<file path="src/rtl/clk_tick_pkg.sv">
// clk_tick_pkg: shared constants and width helper for the multi-channel tick generator
package clk_tick_pkg;
  localparam int CNT_W_DEFAULT = 16;
  localparam int DIV_DEFAULT = 10000;
  function automatic int ch_w(input int n);
    return (n > 1) ? $clog2(n) : 1;
  endfunction
endpackage

</file>
<file path="src/rtl/clk_tick_chan.sv">
// clk_tick_chan: one tick channel with pending divisor; TICK_SQUARE_OUT_EN builds the square-wave toggle
module clk_tick_chan
  import clk_tick_pkg::*;
#(
  parameter int CNT_W = CNT_W_DEFAULT,
  parameter int DIV_DEFAULT = clk_tick_pkg::DIV_DEFAULT
)(
  input  logic             clkI,
  input  logic             nRstI,
  input  logic             i_working,
  input  logic             i_wr,
  input  logic [CNT_W-1:0] i_wr_div,
  input  logic             i_sync,
  output logic             o_tick,
  output logic             o_sq
);
  logic [CNT_W-1:0] r_cnt, r_div, r_pend, w_next_div;
  logic r_pend_v, r_tick, w_reload, w_fire;
  // a write in the same cycle as a reload/sync/idle is applied immediately
  assign w_next_div = i_wr ? i_wr_div : (r_pend_v ? r_pend : r_div);
  assign w_reload = ~i_working | i_sync | (r_cnt == '0);
  assign w_fire = i_working & ~i_sync & (r_cnt == '0);
  always_ff @(posedge clkI or negedge nRstI) begin
    if (!nRstI) begin
      r_cnt <= CNT_W'(DIV_DEFAULT - 1);
      r_div <= CNT_W'(DIV_DEFAULT);
      r_pend <= '0;
      r_pend_v <= 1'b0;
      r_tick <= 1'b0;
    end else begin
      r_tick <= w_fire;
      if (w_reload) begin
        r_div <= w_next_div;
        r_cnt <= w_next_div - CNT_W'(1);
        r_pend_v <= 1'b0;
      end else begin
        r_cnt <= r_cnt - CNT_W'(1);
        if (i_wr) begin
          r_pend <= i_wr_div;
          r_pend_v <= 1'b1;
        end
      end
    end
  end
  assign o_tick = r_tick;
`ifdef TICK_SQUARE_OUT_EN
  logic r_sq;
  always_ff @(posedge clkI or negedge nRstI) begin
    if (!nRstI) r_sq <= 1'b0;
    else r_sq <= (~i_working | i_sync) ? 1'b0 : r_sq ^ w_fire;
  end
  assign o_sq = r_sq;
`else
  assign o_sq = 1'b0;
`endif
endmodule

</file>
<file path="src/rtl/clk_tick_gen_multi.sv">
// clk_tick_gen_multi: multi-channel programmable tick generator with write decode, error flag and sync fan-out
// Optional square-wave outputs are built when TICK_SQUARE_OUT_EN is defined.
module clk_tick_gen_multi
  import clk_tick_pkg::*;
#(
  parameter int CH_NUM = 4,
  parameter int CNT_W = CNT_W_DEFAULT,
  parameter int DIV_DEFAULT = clk_tick_pkg::DIV_DEFAULT,
  localparam int CH_W = ch_w(CH_NUM)
)(
  input  logic              clkI,
  input  logic              nRstI,
  input  logic [CH_NUM-1:0] workingI,
  input  logic              wrEnI,
  input  logic [CH_W-1:0]   wrChI,
  input  logic [CNT_W-1:0]  wrDivI,
  input  logic              syncI,
  output logic [CH_NUM-1:0] tickO,
  output logic [CH_NUM-1:0] sqO,
  output logic              errO
);
  logic w_bad, r_err;
  logic [CH_NUM-1:0] w_wr;
  assign w_bad = (wrDivI == '0) || (32'(wrChI) >= CH_NUM);
  always_ff @(posedge clkI or negedge nRstI) begin
    if (!nRstI) r_err <= 1'b0;
    else r_err <= wrEnI & w_bad;
  end
  assign errO = r_err;
  for (genvar i = 0; i < CH_NUM; i++) begin : g_ch
    assign w_wr[i] = wrEnI & ~w_bad & (32'(wrChI) == i);
    clk_tick_chan #(.CNT_W(CNT_W), .DIV_DEFAULT(DIV_DEFAULT)) u_chan (
      .clkI      (clkI),
      .nRstI     (nRstI),
      .i_working (workingI[i]),
      .i_wr      (w_wr[i]),
      .i_wr_div  (wrDivI),
      .i_sync    (syncI),
      .o_tick    (tickO[i]),
      .o_sq      (sqO[i])
    );
  end
endmodule

</file>
<file path="config.mk">
export PLATFORM = sky130hd
export DESIGN_NAME = clk_tick_gen_multi
export DESIGN_NICKNAME = d
export VERILOG_FILES = /design/src/rtl/clk_tick_pkg.sv /design/src/rtl/clk_tick_chan.sv /design/src/rtl/clk_tick_gen_multi.sv
export SDC_FILE = /design/constraint.sdc
export NUM_CORES = 1
export LEC_CHECK = 0
export BUFFER_PORTS_ARGS = -buffer_cell sky130_fd_sc_hd__buf_2
export CAP_MARGIN = 30
export CORE_UTILIZATION = 30
export DETAILED_ROUTE_END_ITERATION = 8
export GPL_ROUTABILITY_DRIVEN = 0
export PLACE_DENSITY = 0.56
export REMOVE_ABC_BUFFERS = 1
export SETUP_SLACK_MARGIN = 0.2
export SYNTH_ARGS = -nofsm -noshare
export SYNTH_HDL_FRONTEND = slang
export SYNTH_SLANG_ARGS = --single-unit
</file>
<file path="constraint.sdc">
create_clock -name clkI -period 2.8 [get_ports clkI]
set_input_delay 0.42 -clock clkI [delete_from_list [all_inputs] [get_ports clkI]]
set_output_delay 0.42 -clock clkI [all_outputs]
set_load 0.05 [all_outputs]
</file>
==> impl_metrics.env <==
export IMPL_async_flop_share_pct=100
export IMPL_hold_ws_ns=0.227
export IMPL_leakage_nw=6.20
export IMPL_p_total_mw=10.2
export IMPL_status="completed"
export IMPL_cp_common_cell="or3_4"
export IMPL_power_density_nw_per_um2=702
export IMPL_maxCapViolations=0
export IMPL_grt_usage_pct=16.9
export IMPL_cts_sinks=201
export IMPL_skew_ns=0.00987
export IMPL_post_route_period_util_pct=98.6
export IMPL_drc_errors=0
export IMPL_worst_pin_slew_ns=0.815
export IMPL_clock_path_buffers=3
export IMPL_start_util_pct=30.7
export IMPL_synthFlopType="dfrtp_1"
export IMPL_clock_root_buffer="clkbuf_16"
export IMPL_yosys_register_bits=201
export IMPL_setup_viol=0
export IMPL_min_period_ns=2.76
export IMPL_path_cells="buf_8 > or4_4 > o41ai_4 > buf_4 > buf_12 > o21ai_0 > a22oi_2 > nand4_1 > or3_4 > or3_4 > xor2_1"
export IMPL_max_slew_margin_pct=45.5
export IMPL_synth_edf_count=0
export IMPL_post_route_util_pct=42.9
export IMPL_clk_pin_slew_ns=0.06
export IMPL_drt_iter0_drc=521
export IMPL_clk_latency_ns=0.51
export IMPL_syn_avg_cell_area_sq_um=10.5
export IMPL_multi_input_area_sq_um=5630
export IMPL_cts_made_buffers=23
export IMPL_wire_per_inst_um=18.2
export IMPL_core_sq_um=33800
export IMPL_slowest_delay_ns=0.57
export IMPL_die_w_um=188
export IMPL_grt_pass1_vias=8404
export IMPL_cp_slowest_cell="or4_4"
export IMPL_dr_pass1_iters=5
export IMPL_final_layout_size_suffix_gt1_share_pct=45.2
export IMPL_fmax_ghz=0.362
export IMPL_min_path_type="input port to flip-flop"
export IMPL_fillers=3161
export IMPL_syn_area_sq_um=10400
export IMPL_grt_overflow_total=0
export IMPL_die_h_um=188
export IMPL_crit_required_ns=3.19
export IMPL_antenna_found_initial=1
export IMPL_cts_tree="done"
export IMPL_synth_distinct_cells=51
export IMPL_synth_cells=991
export IMPL_die_area_sq_um=35300
export IMPL_grt_max_degree=61
export IMPL_seq_area_frac_synth_pct=49.1
export IMPL_fin_setup_tns_ns=0
export IMPL_wirelength_um=30800
export IMPL_cp_arrival_ns=3.15
export IMPL_dp_hpwl_um=21400
export IMPL_finalMaxSlewViolations=0
export IMPL_path_max_fanout=8
export IMPL_yosysWarningCount=0
export IMPL_startpoint_type="input port"
export IMPL_port_buffers=30
export IMPL_grt_setup_unrepaired="yes"
export IMPL_placementRows=67
export IMPL_cts_htree_levels=1
export IMPL_grt_pass1_wl_um=47600
export IMPL_postRouteAntennaNets=0
export IMPL_seqCellArea_sq_um=5100
export IMPL_finalHoldViolations=0
export IMPL_ios=35
export IMPL_vias_per_cell=5.07
export IMPL_area_delta_synth_final_pct=39.5
export IMPL_cp_end_kind="flip-flop"
export IMPL_finalNetCount=1258
export IMPL_vdd_ir_drop_max_uv=433
export IMPL_vias=8587
export IMPL_crit_type="input port to flip-flop"
-- repair_timing --
item,CTS,global route
resized for setup,81,112
endpoints found under the hold margin,43,0
cloned,0,2
hold buffers,1,0
setup endpoints to repair,49,44
buffers inserted,15,23
pin swaps,25,62
-- cell usage in the layout (no fill, tap or decap), drive strengths merged, types with 29 or more instances in the layout --
master and instances:
a22o 29, buf 284, nor2b 31, mux2 64
mux2i 36, dfstp 52, nand2 125, o21ai 84
xnor2 29, nor2 47, dfrtp 149, clkbuf 33
nor4 34
-- per-stage QoR --
stage	instances	cell area [sq um]	worst slack, ns
2_1_floorplan	916	10000	-1.07
3_3_place_gp	1610	12500	-0.810
3_5_place_dp	1610	12500	-0.836
4_1_cts	1667	13800	0.0969
5_1_grt	1692	14500	-0.0456
6_report	1694	14500	0.0401
-- worst max-delay path, delay by kind of cell --
family | cells | cell delay (ns)
AND/OR/NAND/NOR | 4 | 1.45
XOR/XNOR | 1 | 0.16
buffers and inverters | 3 | 0.41
AO/OA/AOI/OAI | 3 | 0.70
-- synth_stat cells (7+ instances only) --
| library cell | n | share of area, % |
|---|---|---|
| dfrtp_1 | 149 | 36 |
| nand2_1 | 125 | 4.5 |
| mux2_2 | 64 | 6.9 |
| o21ai_0 | 55 | 2.7 |
| dfstp_2 | 52 | 13 |
| clkbuf_1 | 50 | 1.8 |
| nor2_1 | 47 | 1.7 |
| mux2i_1 | 36 | 3.5 |
| nor2b_1 | 31 | 1.9 |
| nor4_1 | 30 | 1.8 |
| a22o_1 | 29 | 2.4 |
| xnor2_1 | 29 | 2.4 |
| o21ai_1 | 28 | 1.4 |
| o31ai_1 | 27 | 2.0 |
| xor2_1 | 27 | 2.3 |
| a221oi_1 | 24 | 2.0 |
| inv_1 | 14 | 0.51 |
| o31a_1 | 14 | 1.2 |
| or3_1 | 11 | 0.66 |
| a21o_1 | 10 | 0.72 |
| a211oi_1 | 9 | 0.65 |
| buf_4 | 9 | 0.65 |
| nand4_1 | 9 | 0.54 |
| a21oi_1 | 8 | 0.39 |
| nand3_1 | 8 | 0.39 |
| a32o_1 | 7 | 0.68 |
| and2_1 | 7 | 0.42 |
| buf_2 | 7 | 0.34 |
| buf_6 | 7 | 0.76 |
-- area by class of cell --
cell class | count | area share (%)
clock buffers | 31 | 4.60
inverters | 14 | 0.363
clock inverters | 10 | 0.545
flip-flops and latches | 201 | 35.2
repair buffers | 287 | 16.5
diodes | 2 | 0.0346
multi-input cells | 701 | 38.9
well taps | 448 | 3.87
-- kinds of logic after synthesis --
group,synth area share [%]
adders and majority gates,0.482
AOI/OAI and AO/OA,17.2
xor gates and xnor gates,4.73
and+or+nand+nor,13.8
buffers and inverters,4.25
other,0.0361
DFF,49.1
muxes,10.4
-- flip-flops by register name (all words and copies together) (netlist names) --
name,count
g_ch.u_chan.r_cnt,64
g_ch.u_chan.r_div,64
g_ch.u_chan.r_pend,64
g_ch.u_chan.o_tick,4
g_ch.u_chan.r_pend_v,4
errO,1
-- worst paths after layout --
check	start	endpoint	slack [ns]	cells after the start
max	wrDivI[6]	g_ch[2].u_chan.r_cnt[15]$_DFF_PN0_	0.04	11
min	workingI[3]	g_ch[3].u_chan.o_tick$_DFF_PN0_	0.23	3
max reg2reg	g_ch[0].u_chan.r_cnt[5]$_DFF_PN0_	g_ch[0].u_chan.r_cnt[15]$_DFF_PN0_	0.11	12
min reg2reg	g_ch[2].u_chan.r_div[13]$_DFFE_PN1N_	g_ch[2].u_chan.r_div[13]$_DFFE_PN1N_	0.46	2
max in group asynchronous	nRstI	g_ch[3].u_chan.r_cnt[9]$_DFF_PN1_	1.55	3
min in group asynchronous	nRstI	g_ch[2].u_chan.r_cnt[4]$_DFF_PN0_	0.44	2
-- routing by layer --
layer | routed length (um) | share of wire, % | GRT usage (%)
met3 | 1180 | 3.8 | 2.36
met5 | 0 | 0 | 0
met1 | 14500 | 47 | 23.9
met4 | 741 | 2.4 | 4.82
met2 | 14400 | 47 | 26.9
-- power by group --
group | internal [mW] | switching, mW
clock network | 1.75 | 1.24
logic | 1.53 | 1.39
registers | 3.76 | 0.492
Power figures use the tool's default switching activity.
